### config.mk
export PLATFORM = sky130hd
export DESIGN_NAME = irq_ctrl
export DESIGN_NICKNAME = d
export VERILOG_FILES = /design/src/rtl/irq_ctrl.sv
export SDC_FILE = /design/constraint.sdc
export NUM_CORES = 1
export LEC_CHECK = 0
export BUFFER_PORTS_ARGS = -buffer_cell sky130_fd_sc_hd__buf_2
export CAP_MARGIN = 20
export CORE_ASPECT_RATIO = 0.9
export CORE_UTILIZATION = 40
export CTS_CLUSTER_DIAMETER = 50
export DETAILED_ROUTE_END_ITERATION = 12
export PLACE_DENSITY = 0.78
export SLEW_MARGIN = 5
export SYNTH_ARGS = -nofsm -noshare
export SYNTH_HDL_FRONTEND = slang
export SYNTH_SLANG_ARGS = --single-unit
### constraint.sdc
create_clock -name clk -period 4.2 [get_ports clk]
set_clock_uncertainty 0.1 [all_clocks]
set_input_delay 0.63 -clock clk [delete_from_list [all_inputs] [get_ports clk]]
set_output_delay 0.63 -clock clk [all_outputs]
set_load 0.005 [all_outputs]
### src/rtl/irq_ctrl.sv
// rtl/irq_ctrl.sv - interrupt controller: edge/level latch, mask, fixed priority, ACK/EOI in-service tracking
// Optional IRQ_NEST_EN: only sources strictly above every in-service source may win arbitration.
module irq_ctrl #(
    parameter int NSRC = 6
) (
    input  logic            clk,
    input  logic            reset,
    input  logic [31:2]     Addr,
    input  logic            WE,
    input  logic [31:0]     Din,
    output logic [31:0]     Dout,
    input  logic [NSRC-1:0] src,
    output logic [NSRC-1:0] hwint,
    output logic            irq
);

    localparam logic [2:0] A_CTRL = 3'd0;
    localparam logic [2:0] A_MASK = 3'd1;
    localparam logic [2:0] A_PEND = 3'd2;
    localparam logic [2:0] A_TRIG = 3'd3;
    localparam logic [2:0] A_VEC  = 3'd4;
    localparam logic [2:0] A_ACK  = 3'd5;
    localparam logic [2:0] A_EOI  = 3'd6;

    logic            gen;
    logic [NSRC-1:0] mask;
    logic [NSRC-1:0] trig;
    logic [NSRC-1:0] pend_edge;
    logic [NSRC-1:0] isr;
    logic [NSRC-1:0] src_q;

    logic [2:0]      sel;
    logic            wr_ctrl, wr_mask, wr_pend, wr_trig, wr_ack, wr_eoi;
    logic [NSRC-1:0] w1c, ack_oh, eoi_oh;
    logic [NSRC-1:0] rise, trig_n, pend_edge_n, isr_n;
    logic [NSRC-1:0] pend, act, cand, win_oh;
    logic [2:0]      win_id;
    logic            vec_valid;
    logic [31:0]     vec_word;
    logic            unused_bits;

    assign unused_bits = ^{Addr[31:5], Din};

    // Bus write decode; ids at or above NSRC never match an ACK/EOI bit.
    always_comb begin
        sel     = Addr[4:2];
        wr_ctrl = WE && (sel == A_CTRL);
        wr_mask = WE && (sel == A_MASK);
        wr_pend = WE && (sel == A_PEND);
        wr_trig = WE && (sel == A_TRIG);
        wr_ack  = WE && (sel == A_ACK);
        wr_eoi  = WE && (sel == A_EOI);
        w1c     = '0;
        ack_oh  = '0;
        eoi_oh  = '0;
        for (int i = 0; i < NSRC; i++) begin
            w1c[i]    = wr_pend && Din[i];
            ack_oh[i] = wr_ack && (Din[2:0] == 3'(i));
            eoi_oh[i] = wr_eoi && (Din[2:0] == 3'(i));
        end
    end

    // A fresh edge beats a same-cycle clear; switching a source to level drops its latch.
    always_comb begin
        rise        = src & ~src_q;
        trig_n      = wr_trig ? Din[NSRC-1:0] : trig;
        pend_edge_n = (rise | (pend_edge & ~(w1c | ack_oh))) & trig_n;
        isr_n       = (isr | ack_oh) & ~eoi_oh;
    end

    assign pend = (pend_edge & trig) | (src & ~trig);
    assign act  = pend & mask & {NSRC{gen}};

`ifdef IRQ_NEST_EN
    // A source is blocked by any in-service source at its own index or below.
    always_comb begin
        logic seen;
        seen = 1'b0;
        cand = '0;
        for (int i = 0; i < NSRC; i++) begin
            seen    = seen | isr[i];
            cand[i] = act[i] & ~seen;
        end
    end
`else
    assign cand = act;
`endif

    always_comb begin
        logic found;
        found  = 1'b0;
        win_id = 3'd0;
        win_oh = '0;
        for (int i = 0; i < NSRC; i++) begin
            if (cand[i] && !found) begin
                found     = 1'b1;
                win_id    = 3'(i);
                win_oh[i] = 1'b1;
            end
        end
        vec_valid = found;
    end

    always_comb begin
        vec_word        = '0;
        vec_word[31]    = vec_valid;
        vec_word[2:0]   = win_id;
`ifndef IRQ_NEST_EN
        vec_word[8 +: NSRC] = isr;
`endif
    end

    always_comb begin
        Dout = '0;
        case (sel)
            A_CTRL:  Dout[0]        = gen;
            A_MASK:  Dout[NSRC-1:0] = mask;
            A_PEND:  Dout[NSRC-1:0] = pend;
            A_TRIG:  Dout[NSRC-1:0] = trig;
            A_VEC:   Dout           = vec_word;
            default: Dout           = '0;
        endcase
    end

    always_ff @(posedge clk) begin
        if (reset) begin
            gen       <= 1'b0;
            mask      <= '0;
            trig      <= '0;
            pend_edge <= '0;
            isr       <= '0;
            src_q     <= '0;
            hwint     <= '0;
        end else begin
            if (wr_ctrl) gen  <= Din[0];
            if (wr_mask) mask <= Din[NSRC-1:0];
            trig      <= trig_n;
            pend_edge <= pend_edge_n;
            isr       <= isr_n;
            src_q     <= src;
            hwint     <= win_oh;
        end
    end

    assign irq = |hwint;

endmodule

# Word-level counts from Yosys, hierarchy flattened
# Index checks and enable logic that the tools add are counted.
# word_totals
reg_bits,37
inputBits,71
out_inout_bits,39
# op_classes
eq_ne,11
n_mux,20
bitwise_logic,16
reduce_logical,37
# op_table
operator,count
$and 6x6->6,8
$logic_and 1x1->1,29
$mux 26,1
$not 6->6,4
$or 6x6->6,4
$pmux 5 s4,1
$eq 3x3->1 const B,5
$eq 3x2->1 const B,4
$mux 1,12
$mux 3,4
$eq 3x1->1 const B,2
$logic_not 3->1,2
$mux 6,1
$reduce_or 6->1,1
$logic_not 1->1,5
$pmux 1 s5,1

# Longest topological paths before layout
# logic_depth
depth_word,22
depth_mapped,5
depth_no_buf,4

# Worst setup path before layout
# No wires, ideal clock.
# synth_path
path_type,in2out
from,in src[3]
to,out Dout[31]
t_arrival_ps,1518
slack_ps,1952
stages,4
cell_sequence,mux2_2 > o2bb2ai_1 > or2_0 > o31a_1
# synth_between
elab_chain_cells,13
# synth_lines
element,line,rtl
start: declaration,12,"input logic [NSRC-1:0] src,"
$and 6x6->6 (*),71,assign pend = (pend_edge & trig) | (src & ~trig);
$or 6x6->6 (*),71,
$and 6x6->6 (*) (2 in series),72,assign act = pend & mask & {NSRC{gen}};
$logic_and 1x1->1 (*),95,if (cand[i] && !found) begin
$mux 1 (*),95,
$logic_not 1->1,95,
$logic_and 1x1->1,95,
$mux 1 (*),95,
$logic_not 1->1,95,
$logic_and 1x1->1,95,
$mux 1 (*),95,
$mux 26 (*),115,case (sel)
end: declaration,11,"output logic [31:0] Dout,"
# Every way passes the cells marked *; elsewhere a longest branch is shown, timed or not.

# Worst setup path in the final report
# layout_path
from,in Addr[4] (netlist bit)
to,out Dout[2]
# layout_between
elab_chain_cells,2
elab_cells_between_ends,5
classes_between,4 x eq/ne; 1 x mux
# layout_lines
element,line,rtl
start: declaration,8,"input logic [31:2] Addr,"
$eq 3x3->1 (tied with other cells),115,
$pmux 5 s4 (*),115,
# Marked as above.

==> impl_metrics.py <==
metrics = {
    "routing": {
        "dr.pass1.iters": 4,
        "remaining_drc_errors": 0,
        "routed_wirelength_um": 4387,
        "ant_nets": 0,
        "vias_per_cell": 5.106,
        "wl_per_cell_um": 13.25,
        "drt_iter0_drc": 120,
        "vias": 1690,
    },
    "setup_path": {
        "cp.required_ns": 3.47,
        "cp.arrival_ns": 1.95,
        "r2r_start": "trig[3]",
        "critPathMaxFanout": 16,
        "critPathLaunch": "Addr[4]",
        "cpMostUsedCell": "buf_2",
        "critPathLaunchType": "primary input",
        "critPathSlowestCell": "nor3b_2",
        "path_cells": "buf_2 > nor3b_2 > o21ai_0 > o22ai_1 > buf_2",
        "critPathMaxStageDelay_ns": 0.56,
        "cp-end-kind": "primary output",
        "crit_type": "primary input to primary output",
    },
    "floorplan": {
        "core_region_area_sq_mm": 0.004835,
        "ios": 110,
        "num_rows": 24,
        "die_h_um": 69.14,
        "start_util_pct": 41.43,
        "dieArea_sq_mm": 0.005295,
        "die_x_um": 76.60,
    },
    "clock_network": {
        "cts-resized-gates": 0,
        "clock_sink_count": 37,
        "cts_tree": "built",
        "clockBufferDepth": 2,
        "clock_latency_ns": 0.30,
        "cts_setup_buffers": 0,
        "tritoncts.num_buffers": 5,
        "ctsRootBufferMaster": "clkbuf_8",
        "clk_transition_reported_paths_ns": 0.08,
        "holdBufCountCts": 0,
        "h-tree-depth": 2,
    },
    "timing": {
        "final_hold_viol_count": 0,
        "rsz0062_at_grt": "no",
        "hold_ws_ns": 0.3714,
        "finalCritPeriodShare_pct": 63.86,
        "slew_headroom_pct": 54.62,
        "tightest_slew_ns": 0.6712,
        "min_period_ns": 2.682,
        "fmax_mhz": 372.8,
        "setup_violations": 0,
        "finalSetupTns_ns": 0,
        "slew_viol_final": 0,
    },
    "logic_synthesis": {
        "synth_area_leaders": "dfxtp_1, mux2i_1, buf_4, nor2_1, o21ai_0",
        "async_flop_share_pct": 0,
        "ys_warn_count": 0,
        "yosysSeqAreaShare_pct": 36.98,
        "yosysUniqueCellTypes": 45,
        "synth.ff_latch_count": 37,
        "syn_inst": 231,
        "yosys.area.top_type": "dfxtp_1",
        "ys.flop_type": "dfxtp_1",
        "synth_edf_count": 0,
        "synth_top_area_share_pct": 36.98,
        "synth_area_sq_mm": 0.002003,
        "syn_area_per_cell_sq_um": 8.672,
    },
    "grt": {
        "grt_antenna_before_repair": 0,
        "grt_max_degree": 34,
        "gr-total-overflow": 0,
        "grt_pass1_vias": 1469,
        "grt_pass1_wl_um": 7251,
        "grt_usage_pct": 17.90,
    },
    "cells_and_area": {
        "num_antenna_cells": 0,
        "drive_gt1_share_pct": 21.05,
        "fillers": 490,
        "final_cell_mix": "dfxtp_1, buf_2, nor2_1, conb_1, mux2i_1",
        "area_growth_pct": 12.74,
        "nNetsFinal": 336,
    },
    "status": {
        "status": "completed",
    },
    "hold_path": {
        "hp-start": "isr[1]",
        "holdCritPathClass": "flop to flop",
    },
    "placement": {
        "place_congestion": 0.8254,
        "numPortBuffers": 37,
        "post-dp-hpwl_um": 3192,
    },
    "power": {
        "pwr-share-comb_pct": 10.3,
        "switching_share_pct": 25.16,
        "power.internal_mw": 0.5330,
        "p_sw_mw": 0.1792,
        "p_clk_share_pct": 38.9,
        "seq_power_share_pct": 50.8,
        "ir_drop_mv": 0.2266,
        "power_density_mw_per_mm2": 315.4,
        "leakage_nw": 0.9556,
    },
    "run": {
        "max_cap_violations": 0,
    },
}
final timing paths:
| path | to | slack (ns) | depth (start not counted) |
|---|---|---|---|
| setup / recovery | Dout[2] | 1.52 | 5 |
| hold / removal | isr[1] | 0.37 | 2 |
| setup reg to reg | hwint[5] | 2.71 | 4 |
| hold reg to reg | isr[1] | 0.37 | 2 |
stage by stage:
step	cell area [sq um]	cells	total power [mW]	setup slack [ns]	utilization, %
finish	2258	331	0.7122	1.518	46.71
detailed placement	2157	323	0.4423	1.537	44.62
floorplan	2071	249	0.4290	1.952	-
global route	2258	331	0.7432	1.401	46.71
CTS	2258	331	0.7180	1.533	46.71
global placement	2157	323	0.4410	1.561	44.62
sequential cells by signal (all words and copies together) (netlist names):
| name | cells |
|---|---|
| mask | 6 |
| src_q | 6 |
| pend_edge | 6 |
| hwint | 6 |
| trig | 6 |
| isr | 6 |
| gen | 1 |
routing by layer:
layer,global-route usage (%),wire length (um),vias to the layer above
met4,5.128,64,0
met2,26.63,1937,53
met5,0,0,-
met1,24.34,2073,786
met3,6.225,311,6
li1,-,-,845
cell families (layout without fill, tap and decap cells):
family	count (synthesis)	count (layout)	share of synthesized area, %
AO/OA/AOI/OAI	46	46	16.18
flip-flops	37	37	36.98
multiplexers	20	20	10.24
AND/OR/NAND/NOR	91	91	25.92
buffers and inverters	36	53	10.49
other	1	19	0.1872
power by group through the flow:
stage	Sequential (mW)	Combinational, mW	Clock, mW
2_1_floorplan	0.368	0.0607	0
3_3_place_gp	0.369	0.0717	0
3_5_place_dp	0.370	0.0726	0
4_1_cts	0.361	0.0730	0.284
5_1_grt	0.362	0.0818	0.299
6_report	0.362	0.0734	0.277
critical path, delay by kind of cell:
kind            cells  cell delay [ns]
simple gates        1             0.56
buf+inv             2             0.41
compound gates      2             0.36
cell type report:
cell class	instances	area, sq um	area share (%)
inverters	8	30.03	1.330
well taps	65	81.33	3.601
repair buffers	37	185.2	8.199
flip-flops and latches	37	740.7	32.80
clock inverters	1	5.005	0.2216
multi-input cells	176	1120	49.58
clock buffers	7	96.34	4.266
cells in the mapped netlist (2+ instances only):
| library cell | number |
|---|---|
| nand3_1 | 3 |
| mux2_2 | 4 |
| a21oi_1 | 4 |
| buf_4 | 19 |
| a32oi_1 | 2 |
| dfxtp_1 | 37 |
| nor2b_1 | 11 |
| and2_1 | 9 |
| o22ai_1 | 2 |
| clkbuf_1 | 6 |
| inv_1 | 8 |
| nor3_1 | 7 |
| nand3b_1 | 2 |
| a221oi_1 | 5 |
| a22oi_1 | 5 |
| a31oi_1 | 2 |
| o21a_1 | 3 |
| nor4_1 | 3 |
| and3_1 | 3 |
| o21ai_0 | 14 |
| nand2b_1 | 9 |
| nor2_1 | 20 |
| a211oi_1 | 2 |
| nand2_1 | 14 |
| mux2i_1 | 16 |
| buf_2 | 2 |
Power figures use the tool's default switching activity.
